$ cat src/rtl/boot_fetch_rd_master.sv
// AXI4 read initiator: splits one (address, beats) command into 4 KB-safe INCR bursts
// and streams R data to a valid/ready consumer. Define RID_CHECK_EN to flag unexpected RID values.
//
// state  | meaning
// -------+--------------------------------------------------------------
// IDLE   | waiting for a command, cmd_ready high
// AR     | presenting the next burst on the AR channel
// DATA   | passing R beats of the outstanding burst to the output stream
// DONE   | one-cycle completion pulse
module boot_fetch_rd_master #(
    parameter int DW        = 128,
    parameter int AW        = 32,
    parameter int IDW       = 8,
    parameter int MAX_BURST = 16,
    parameter int ARID_VAL  = 0
) (
    input  logic           boot_fetch_aclk,
    input  logic           boot_fetch_areset,
    input  logic           cmd_valid,
    output logic           cmd_ready,
    input  logic [AW-1:0]  cmd_addr,
    input  logic [15:0]    cmd_beats,
    output logic           done,
    output logic           err,
    output logic           out_valid,
    input  logic           out_ready,
    output logic [DW-1:0]  out_data,
    output logic           out_last,
    output logic [IDW-1:0] boot_fetch_arid,
    output logic [AW-1:0]  boot_fetch_araddr,
    output logic [7:0]     boot_fetch_arlen,
    output logic [2:0]     boot_fetch_arsize,
    output logic [1:0]     boot_fetch_arburst,
    output logic           boot_fetch_arvalid,
    input  logic           boot_fetch_arready,
    input  logic [IDW-1:0] boot_fetch_rid,
    input  logic [DW-1:0]  boot_fetch_rdata,
    input  logic [1:0]     boot_fetch_rresp,
    input  logic           boot_fetch_rlast,
    input  logic           boot_fetch_rvalid,
    output logic           boot_fetch_rready
);

    localparam int SZ = $clog2(DW / 8);

    typedef enum logic [1:0] {
        S_IDLE,
        S_AR,
        S_DATA,
        S_DONE
    } state_t;

    state_t        state_q, state_d;
    logic [AW-1:0] addr_q, addr_d;
    logic [15:0]   rem_q, rem_d;
    logic [15:0]   beat_cnt_q, beat_cnt_d;
    logic          err_q, err_d;

    logic [15:0]   page_beats_c;
    logic [15:0]   len_c;
    logic          r_hs_c;
    logic          rid_err_c;
    logic          beat_err_c;

`ifdef RID_CHECK_EN
    assign rid_err_c = (boot_fetch_rid != IDW'(ARID_VAL));
`else
    logic unused_rid;
    assign unused_rid = ^boot_fetch_rid;
    assign rid_err_c  = 1'b0;
`endif

    // Burst length: bounded by what is left, MAX_BURST, and the beats before the next 4 KB page.
    always_comb begin
        page_beats_c = 16'((17'd4096 - {5'd0, addr_q[11:0]}) >> SZ);
        len_c        = rem_q;
        if (len_c > 16'(MAX_BURST)) begin
            len_c = 16'(MAX_BURST);
        end
        if (len_c > page_beats_c) begin
            len_c = page_beats_c;
        end
    end

    assign r_hs_c     = (state_q == S_DATA) && boot_fetch_rvalid && out_ready;
    assign beat_err_c = (boot_fetch_rresp != 2'b00)
                      || (boot_fetch_rlast != (beat_cnt_q == 16'd1))
                      || rid_err_c;

    always_ff @(posedge boot_fetch_aclk) begin
        if (boot_fetch_areset) begin
            state_q    <= S_IDLE;
            addr_q     <= '0;
            rem_q      <= '0;
            beat_cnt_q <= '0;
            err_q      <= 1'b0;
        end else begin
            state_q    <= state_d;
            addr_q     <= addr_d;
            rem_q      <= rem_d;
            beat_cnt_q <= beat_cnt_d;
            err_q      <= err_d;
        end
    end

    always_comb begin
        state_d    = state_q;
        addr_d     = addr_q;
        rem_d      = rem_q;
        beat_cnt_d = beat_cnt_q;
        err_d      = err_q;
        case (state_q)
            S_IDLE: begin
                if (cmd_valid) begin
                    addr_d  = cmd_addr & ~AW'(DW / 8 - 1);
                    rem_d   = cmd_beats;
                    err_d   = 1'b0;
                    state_d = (cmd_beats == 16'd0) ? S_DONE : S_AR;
                end
            end
            S_AR: begin
                if (boot_fetch_arready) begin
                    beat_cnt_d = len_c;
                    state_d    = S_DATA;
                end
            end
            S_DATA: begin
                if (r_hs_c) begin
                    if (beat_err_c) begin
                        err_d = 1'b1;
                    end
                    beat_cnt_d = beat_cnt_q - 16'd1;
                    // Completion follows the local beat count; rlast only feeds the error flag.
                    if (beat_cnt_q == 16'd1) begin
                        rem_d   = rem_q - len_c;
                        addr_d  = addr_q + (AW'(len_c) << SZ);
                        state_d = (rem_q == len_c) ? S_DONE : S_AR;
                    end
                end
            end
            S_DONE: begin
                state_d = S_IDLE;
            end
            default: begin
                state_d = S_IDLE;
            end
        endcase
    end

    always_comb begin
        cmd_ready          = (state_q == S_IDLE);
        done               = (state_q == S_DONE);
        err                = err_q;
        boot_fetch_arvalid = (state_q == S_AR);
        boot_fetch_araddr  = (state_q == S_AR) ? addr_q : '0;
        boot_fetch_arlen   = (state_q == S_AR) ? 8'(len_c - 16'd1) : 8'd0;
        boot_fetch_arsize  = 3'(SZ);
        boot_fetch_arburst = 2'b01;
        boot_fetch_arid    = IDW'(ARID_VAL);
        boot_fetch_rready  = (state_q == S_DATA) && out_ready;
        out_valid          = (state_q == S_DATA) && boot_fetch_rvalid;
        out_data           = boot_fetch_rdata;
        out_last           = (state_q == S_DATA) && boot_fetch_rvalid
                           && (beat_cnt_q == 16'd1) && (rem_q == len_c);
    end

endmodule

$ cat config.mk
export PLATFORM = sky130hd
export DESIGN_NAME = boot_fetch_rd_master
export DESIGN_NICKNAME = d
export VERILOG_FILES = /design/src/rtl/boot_fetch_rd_master.sv
export SDC_FILE = /design/constraint.sdc
export NUM_CORES = 1
export LEC_CHECK = 0
export CAP_MARGIN = 10
export CORE_AREA = 2 2 149 151
export DETAILED_ROUTE_END_ITERATION = 12
export DIE_AREA = 0 0 151 153
export GPL_TIMING_DRIVEN = 0
export PLACE_DENSITY = 0.78
export SLEW_MARGIN = 20
export SYNTH_ARGS = -nofsm -noshare
export SYNTH_HDL_FRONTEND = slang
export SYNTH_SLANG_ARGS = --single-unit
$ cat constraint.sdc
create_clock -name boot_fetch_aclk -period 6.76 [get_ports boot_fetch_aclk]
set_clock_uncertainty 0.05 [all_clocks]
set_input_delay 0.676 -clock boot_fetch_aclk [delete_from_list [all_inputs] [get_ports boot_fetch_aclk]]
set_output_delay 0.676 -clock boot_fetch_aclk [all_outputs]
set_load 0.01 [all_outputs]
==> results.md <==
- The flow ran to the end, and the final reports show no timing, DRC or antenna violations.
- After detailed placement, the total cell area comes to 9340 um^2.
- A synthesized cell averages 7.20 um^2.
- Counting the fill cells in the layout gives 2207.
- For this block, wires on met1 add up to 9420 um.
- For this design the ratio of total power to cell area is 234 nW/um^2.
- The number of endpoints with negative hold slack in the final report is 0.
- The vias per cell is 5.13.
- The startpoint class of the critical path is a flop.
- The data required time at the worst endpoint is 6030 ps.
- The maximum resistive drop on vdd is 0.129 mV.
- The endpoint arrival time on the critical path is 5650 ps.
- After routing, the total negative slack on setup checks comes to 0 ps.
- The die footprint is 23100 um^2.
- The detailed-routed wire length on met2 is 11500 um.
- The commonest cells after synthesis are sky130_fd_sc_hd__buf_4, sky130_fd_sc_hd__nor2_1, sky130_fd_sc_hd__nand2_1.
- In this design, the stage delay of the slowest critical-path cell is 550 ps.
- The remaining global-route overflow is 0.
- Walking the worst path, the cells encountered are nor4_1 > and3_1 > clkbuf_1 > inv_1 > nor2_1 > ha_1 > nor2b_1 > o211ai_1 > a21oi_1 > o31ai_2 > clkbuf_1 > nor2_2 > inv_1 > ha_1 > and4_1 > nand3_1 > nor4_4 > and3_1 > clkdlybuf4s50_1.
- For this run, design rule violations remaining after detail routing come to 0.
- Setup violations remaining at the end of the flow were counted as 0.
- Yosys attributes the largest share of cell area to sky130_fd_sc_hd__dfxtp_1, sky130_fd_sc_hd__buf_4, sky130_fd_sc_hd__ha_1.
- The width of the die is 151 um.
- Routability-driven placement finished with a final weighted congestion of 0.942.
- Of the post-synthesis cell area, the dominant cell type holds 19.0%.
- The global-route usage over all layers is 20.2%.
- The wire length of the first global-routing pass is 36800 um.
- The relative max-transition margin is 45.0%.
- The cell depth of the worst hold path is 2.
- The measured slew at the worst slew-check pin is 802 ps.
- Buffers inserted to repair hold after CTS numbered 0.
- The number of antenna violations at the first check in global routing is 0.
- Summing every instance area after synthesis gives 6640 um^2.
- The post-synthesis register bit count is 63.
- The clock latency at the later pin of the worst-skew pair is 350 ps.
- The slowest library cell on the worst path is sky130_fd_sc_hd__clkdlybuf4s50_1.
- The H-tree was split into 3 levels.
- For this block, the via count after detailed routing is 7546.
- In this run the remaining antenna-violating nets after routing total 0.
- In this run, the number of DRC markers left after iteration 0 of detailed routing was 701.
- After floorplanning, the core was divided into 54 placement rows.
- The post-route netlist has 15.7% of its cells at a drive strength greater than 1.
- The minimum clock period is 6380 ps.
- The via count of the first global-routing pass is 6969.
- The reported leakage power is 4.06 nW.
- The critical path's top delay family is simple AND/OR/NAND/NOR gates.
- The number of nets in the finished design is 1428.
- The final layout contains routed wiring with a total length of 24400 um.
- The startpoint-to-endpoint class of the critical path is flop to output pin.
- Yosys mapped a number of flops with a built-in enable equal to 0.
- The max-slew violation count is 0.
- The length of routed met3 wiring is 2940 um.
- The area growth from synthesis to layout is 46.0%.
- The clock tree root buffer cell is sky130_fd_sc_hd__clkbuf_16.
- Setup repair after global routing left no endpoint under its margin.
- After clock tree synthesis, the clock-pin slew on the worst setup and hold paths is 60 ps.
- The dominant cell by count in the synthesized netlist is sky130_fd_sc_hd__buf_4.
- The period utilization is 94.3%.
- The clock tree from TritonCTS is built.
- Counting every sink on the clock net gives 63.
- Entering global routing, the biggest net connects 13 pins.
- 381 I/O pins were placed.
- In the synthesized netlist the async set-or-reset flop fraction comes to 0%.
- The Yosys step of the flow raised 0 warnings.
- The number of clock buffers added by TritonCTS is 9.
- Along the worst path, the maximum fanout reaches 10.
- The synthesized design spends more area on one cell type than any other, namely sky130_fd_sc_hd__dfxtp_1.
- Counting distinct cell types in the post-synthesis netlist gives 62.
- Summed over all nets, the half-perimeter wirelength after detailed placement is 19400 um.
- The first detailed-routing pass ran for 5 iterations.
- The routed length per placed instance is 16.6 um.
- The class of the tightest hold or removal check is flop to flop.
- The final hold slack is 430 ps.
- The longest clock path from root to sink contains 2 buffers.
- Across the run, the number of max-cap violations was 0.
- The area of the core is 21500 um^2.
- The most used flip-flop cell after synthesis is sky130_fd_sc_hd__dfxtp_1.
- The gate count of the mapped netlist is 922.
- For this run, the share of the core covered by cells in the final layout is 45.1%.
- The kind of end point of the critical path is an output pin.
- The post-layout instance area is 9700 um^2.
- The count of antenna diodes in the layout is 0.
- The floorplan die height is 153 um.
- The post-route total power is 2.27 mW.
- Summing the sequential cell areas from Yosys gives 19.0% of the chip area.
- The number of buffers added on ports is 222.
- The topmost layer with routed signal wires is met4.
- The initial utilization of the core area, before any placement, comes to 30.9%.
- The number of logic stages on the critical path including buffering is 19.
- Based on the critical path, the design can be clocked at up to 0.157 GHz.
- The buffer and inverter count on the worst path is 5.
- Counting cells, the worst reg-to-reg path comes to 21.
## registers in the layout, indices dropped and copies added, names as in the netlist
name        count
state_q         2
rem_q          16
beat_cnt_q     16
addr_q         28
err             1
## per-stage QoR
step,setup slack [ps],instances
after floorplan,1790,954
after global placement,399,1456
after detailed placement,338,1456
after CTS,177,1472
after global routing,74.1,1472
final,382,1472
## layout make-up
type,count,area [um^2],area share (%)
Tap cell,280,350,3.61
Sequential cell,63,1260,13.0
Clock buffer,9,225,2.32
Clock inverter,7,96.3,0.994
Inverter,29,109,1.12
Timing Repair Buffer,222,2220,22.9
Buffer,180,1230,12.7
Multi-Input combinational cell,682,4200,43.3
## placed cells by master (no fill, tap or decap), types with 5 or more instances in the layout
cell                              synthesis  layout
sky130_fd_sc_hd__a211oi_1                24      24
sky130_fd_sc_hd__xnor2_1                 18      18
sky130_fd_sc_hd__o211ai_1                 5       5
sky130_fd_sc_hd__and2_1                  32      32
sky130_fd_sc_hd__clkbuf_1                26      26
sky130_fd_sc_hd__nand2_1                 64      64
sky130_fd_sc_hd__clkbuf_16                0       9
sky130_fd_sc_hd__dfxtp_1                 63      63
sky130_fd_sc_hd__ha_1                    46      46
sky130_fd_sc_hd__o21ai_0                 58      58
sky130_fd_sc_hd__a31oi_1                  6       6
sky130_fd_sc_hd__nand3_1                 20      20
sky130_fd_sc_hd__nor2b_1                  6       6
sky130_fd_sc_hd__nand4_1                 10      10
sky130_fd_sc_hd__o22ai_1                  5       5
sky130_fd_sc_hd__xor2_1                  17      17
sky130_fd_sc_hd__nand2b_1                10      10
sky130_fd_sc_hd__nor2_1                 116     114
sky130_fd_sc_hd__clkdlybuf4s50_1          0     222
sky130_fd_sc_hd__and3_1                   6       6
sky130_fd_sc_hd__o21a_1                  11      11
sky130_fd_sc_hd__buf_4                  147     147
sky130_fd_sc_hd__a311oi_1                 8       8
sky130_fd_sc_hd__or3_1                   11      11
sky130_fd_sc_hd__o31ai_1                  9       7
sky130_fd_sc_hd__inv_1                   29      29
sky130_fd_sc_hd__conb_1                   2      34
sky130_fd_sc_hd__nor4_1                  12      11
sky130_fd_sc_hd__nor3b_1                  5       5
sky130_fd_sc_hd__nor3_1                  34      33
sky130_fd_sc_hd__a21oi_1                 60      60
## power breakdown
group / total (mW) / internal, mW / leakage [nW] / switching (mW)
clock network: 0.514 / 0.323 / 0.148 / 0.191
logic: 1.28 / 0.567 / 3.39 / 0.710
registers: 0.477 / 0.420 / 0.518 / 0.0572
total: 2.27 / 1.31 / 4.06 / 0.958
## metal layers
layer  global-route usage (%)  vias to the layer above
li1                         -                     3588
met1                     25.7                     3483
met2                     33.5                      430
met3                     4.48                       45
met4                     7.17                        0
met5                        0                        -
## worst reg2reg max path, cell delays in order (launching register included)
cell,delay (ps)
sky130_fd_sc_hd__dfxtp_1,350
sky130_fd_sc_hd__nor4_1,340
sky130_fd_sc_hd__and3_1,240
sky130_fd_sc_hd__clkbuf_1,270
sky130_fd_sc_hd__inv_1,170
sky130_fd_sc_hd__nor2_1,120
sky130_fd_sc_hd__ha_1,250
sky130_fd_sc_hd__nor2b_1,140
sky130_fd_sc_hd__o211ai_1,160
sky130_fd_sc_hd__a21oi_1,130
sky130_fd_sc_hd__o31ai_2,400
sky130_fd_sc_hd__mux2i_1,740
sky130_fd_sc_hd__ha_1,360
sky130_fd_sc_hd__fa_1,260
sky130_fd_sc_hd__a211oi_1,100
sky130_fd_sc_hd__nor2_1,220
sky130_fd_sc_hd__o21ai_0,350
sky130_fd_sc_hd__o31ai_2,430
sky130_fd_sc_hd__a22oi_1,190
sky130_fd_sc_hd__or3_4,430
sky130_fd_sc_hd__o21ai_0,130
sky130_fd_sc_hd__nor4b_2,180
## path summary, 6_finish.rpt
check | to | start | slack (ps)
max | out_last | rem_q[10] | 380
min reg2reg | beat_cnt_q[4] | beat_cnt_q[4] | 430
max reg2reg | addr_q[24] | rem_q[10] | 680
min | beat_cnt_q[4] | beat_cnt_q[4] | 430
## kinds of logic after synthesis
family          share of synthesized area (%)
flops                                    19.0
xor+xnor                                 4.61
simple gates                             25.8
other cells                             0.113
buf+inv                                  20.2
mux                                     0.961
compound gates                           20.1
fa+ha+maj                                9.27
## repair_timing
| action | 4_1_cts | 5_1_grt |
|---|---|---|
| setup buffers | 0 | 0 |
| resized for setup | 1 | 6 |
| setup endpoints to repair | 1 | 6 |
Note: power is estimated with default switching activity, not from simulation.
==> RTL edit, RTL diff (config.mk and constraints unchanged) <==
Set the parameter `IDW` to 10 (it was 8).
--- a/src/rtl/boot_fetch_rd_master.sv
+++ b/src/rtl/boot_fetch_rd_master.sv
@@ -10,7 +10,7 @@
 module boot_fetch_rd_master #(
     parameter int DW        = 128,
     parameter int AW        = 32,
-    parameter int IDW       = 8,
+    parameter int IDW       = 10,
     parameter int MAX_BURST = 16,
     parameter int ARID_VAL  = 0
 ) (
Interface: changed (resized boot_fetch_arid and boot_fetch_rid); port bits go from 381 to 385. The function was not compared with the original's and may differ.
==> RTL edit against the unedited design <==
- count of clock-buffer cells in the layout is 2 higher
- design area hardly changed
- area after synthesis is 0.23% higher
- setup slack worse by 220 ps
- wire length is 0.58% higher
- fmax is 3.3% lower
- power is 0.62% lower
- sequential cell count stayed put
==> RTL edit: results (changes against the unedited design) <==
| Metric | Value |
|---|---|
| Status | completed |
| Met2 wire length | 11400 µm (-1.3%) |
| Overall Global Routing Usage | 0.204 (+0.00166) |
| Reg-to-reg setup timing slack | 340 ps (-340 ps) |
| Fillcell total | 2186 (-0.95%) |
| Share of cells above drive strength 1 | 0.154 (-0.00290) |
| Routed WL | 24600 µm (+0.58%) |
| Top flop regs | addr_q (28), beat_cnt_q (16), rem_q (16) |
| Clock root buffer | clkbuf_16 |
| Reg-to-Reg Start | addr_q[6]$_SDFFE_PP0P_ |
| Most common library cells after synthesis | buf_4, nor2_1, nand2_1, dfxtp_1, a21oi_1 |
| Main flop type after synthesis | dfxtp_1 |
| Post-DP HPWL | 19500 µm (+0.64%) |
| Final nets | 1434 (+0.42%) |
| Largest net degree at the start of global routing | 11 (-2) |
| Wire length on met1 | 9600 µm (+1.9%) |
| Hold Path Sink | rem_q[14]$_SDFFE_PP0P_ |
| Met1 Track Usage GR | 0.263 (+0.00596) |
| Maximum vdd drop | 0.131 mV (+1.7%) |
| DR WL met3 | 3060 µm (+3.9%) |
| Number of vias per cell | 5.14 (+0.22%) |
| Arrival @ worst endpoint | 5870 ps (+220 ps) |
| GPL Wtd Cong | 0.946 (+0.47%) |
| Met2 GRT Util | 0.332 (-0.00281) |
| Reg2reg end | addr_q[28]$_SDFFE_PP0P_ |
| Post-synthesis cell type count | 62 (unchanged) |
| Met3 usage | 0.0564 (+0.0116) |
| DP Worst Slack | 493 ps (+154 ps) |
| Asr flop ratio synth | 0 (unchanged) |
| Leakage Power | 4.07 nW (+0.37%) |
| Input/output buffers | 222 (unchanged) |
| Vias in the first global route | 6991 (+0.32%) |
| Sequential element share of the synthesized area | 0.189 (-0.000428) |
| Cells on worst reg2reg path | 19 (-9.5%) |
| Area contributors post-synth | dfxtp_1, buf_4, ha_1 |
| CTS H-tree lvls | 3 (unchanged) |
| First-pass GRT wire length | 37200 µm (+1.1%) |
| Initial DRC Count | 721 (+2.9%) |
| Hold path start | rem_q[14]$_SDFFE_PP0P_ |
| Yosys warns | 0 (unchanged) |
| Slew @ Worst Pin | 904 ps (+102 ps) |
==> RTL edit: cell types whose count changed after synthesis <==
cell   unedited run  this run
buf_4           147       149
==> RTL edit: metrics by stage <==
| step | hold slack (ps) | util | area [µm²] | std cells |
|---|---|---|---|---|
| floorplan | 398 | - | 6790 | 958 |
| global placement | 409 | 0.436 | 9360 | 1460 |
| detailed placement | 425 | 0.436 | 9360 | 1460 |
| CTS | 436 | 0.450 | 9680 | 1475 |
| global route | 467 | 0.451 | 9690 | 1475 |
| finish | 436 | 0.451 | 9690 | 1475 |
==> RTL edit: area by class of cell <==
class                           instances  area [µm²]  share of cell area
Buffer                                182        1250               0.129
Clock buffer                           11         243              0.0251
Clock inverter                          4        70.1             0.00723
Inverter                               29         109              0.0112
Multi-Input combinational cell        684        4190               0.432
Sequential cell                        63        1260               0.130
Tap cell                              280         350              0.0362
Timing Repair Buffer                  222        2220               0.229
==> RTL edit: power breakdown <==
part / internal (mW) / switching (mW) / leakage [nW]
logic: 0.566 / 0.703 / 3.40
registers: 0.420 / 0.0572 / 0.518
clock network: 0.330 / 0.179 / 0.155
total: 1.32 / 0.939 / 4.07
==> RTL edit: worst max-delay path, cell delays in order, from the launching register on <==
cell and delay (ps):
dfxtp_1 410, or4_1 580, nor4_1 350, xor2_1 340, ha_1 240, nand2_1 70
o21ai_0 470, o31ai_2 190, clkbuf_1 260, nor2_2 310, inv_1 180, ha_1 370
and4_1 300, nand3_1 120, nor4_2 510, and3_1 280, clkdlybuf4s50_1 550
==> RTL edit: how the worst max path moves through the flow <==
stage | from | end | slack (ps) | depth (start not counted)
6_report | addr_q[6]$_SDFFE_PP0P_ | out_last | 170 | 16
5_1_grt | addr_q[6]$_SDFFE_PP0P_ | out_last | 20 | 16
4_1_cts | addr_q[6]$_SDFFE_PP0P_ | out_last | 120 | 16
3_5_place_dp | addr_q[6]$_SDFFE_PP0P_ | out_last | 490 | 16
3_3_place_gp | addr_q[6]$_SDFFE_PP0P_ | out_last | 390 | 15
2_1_floorplan | addr_q[6]$_SDFFE_PP0P_ | rem_q[15]$_SDFFE_PP0P_ | 1790 | 18
==> RTL edit: timing repair <==
action / 4_1_cts / 5_1_grt
endpoints found under the hold margin: 0 / 0
endpoints found under the setup margin: 0 / 5
gates resized for setup: 0 / 3
==> RTL edit: cells by family (layout without fill, tap and decap cells) <==
kind of cell | Yosys count | in the layout | synth area share
adders and majority gates | 48 | 48 | 0.0925
buffers and inverters | 211 | 448 | 0.204
AOI/OAI and AO/OA | 213 | 213 | 0.200
muxes | 6 | 6 | 0.00958
DFF | 63 | 63 | 0.189
and+or+nand+nor | 346 | 346 | 0.257
xor gates and xnor gates | 35 | 35 | 0.0460
other | 2 | 36 | 0.00113
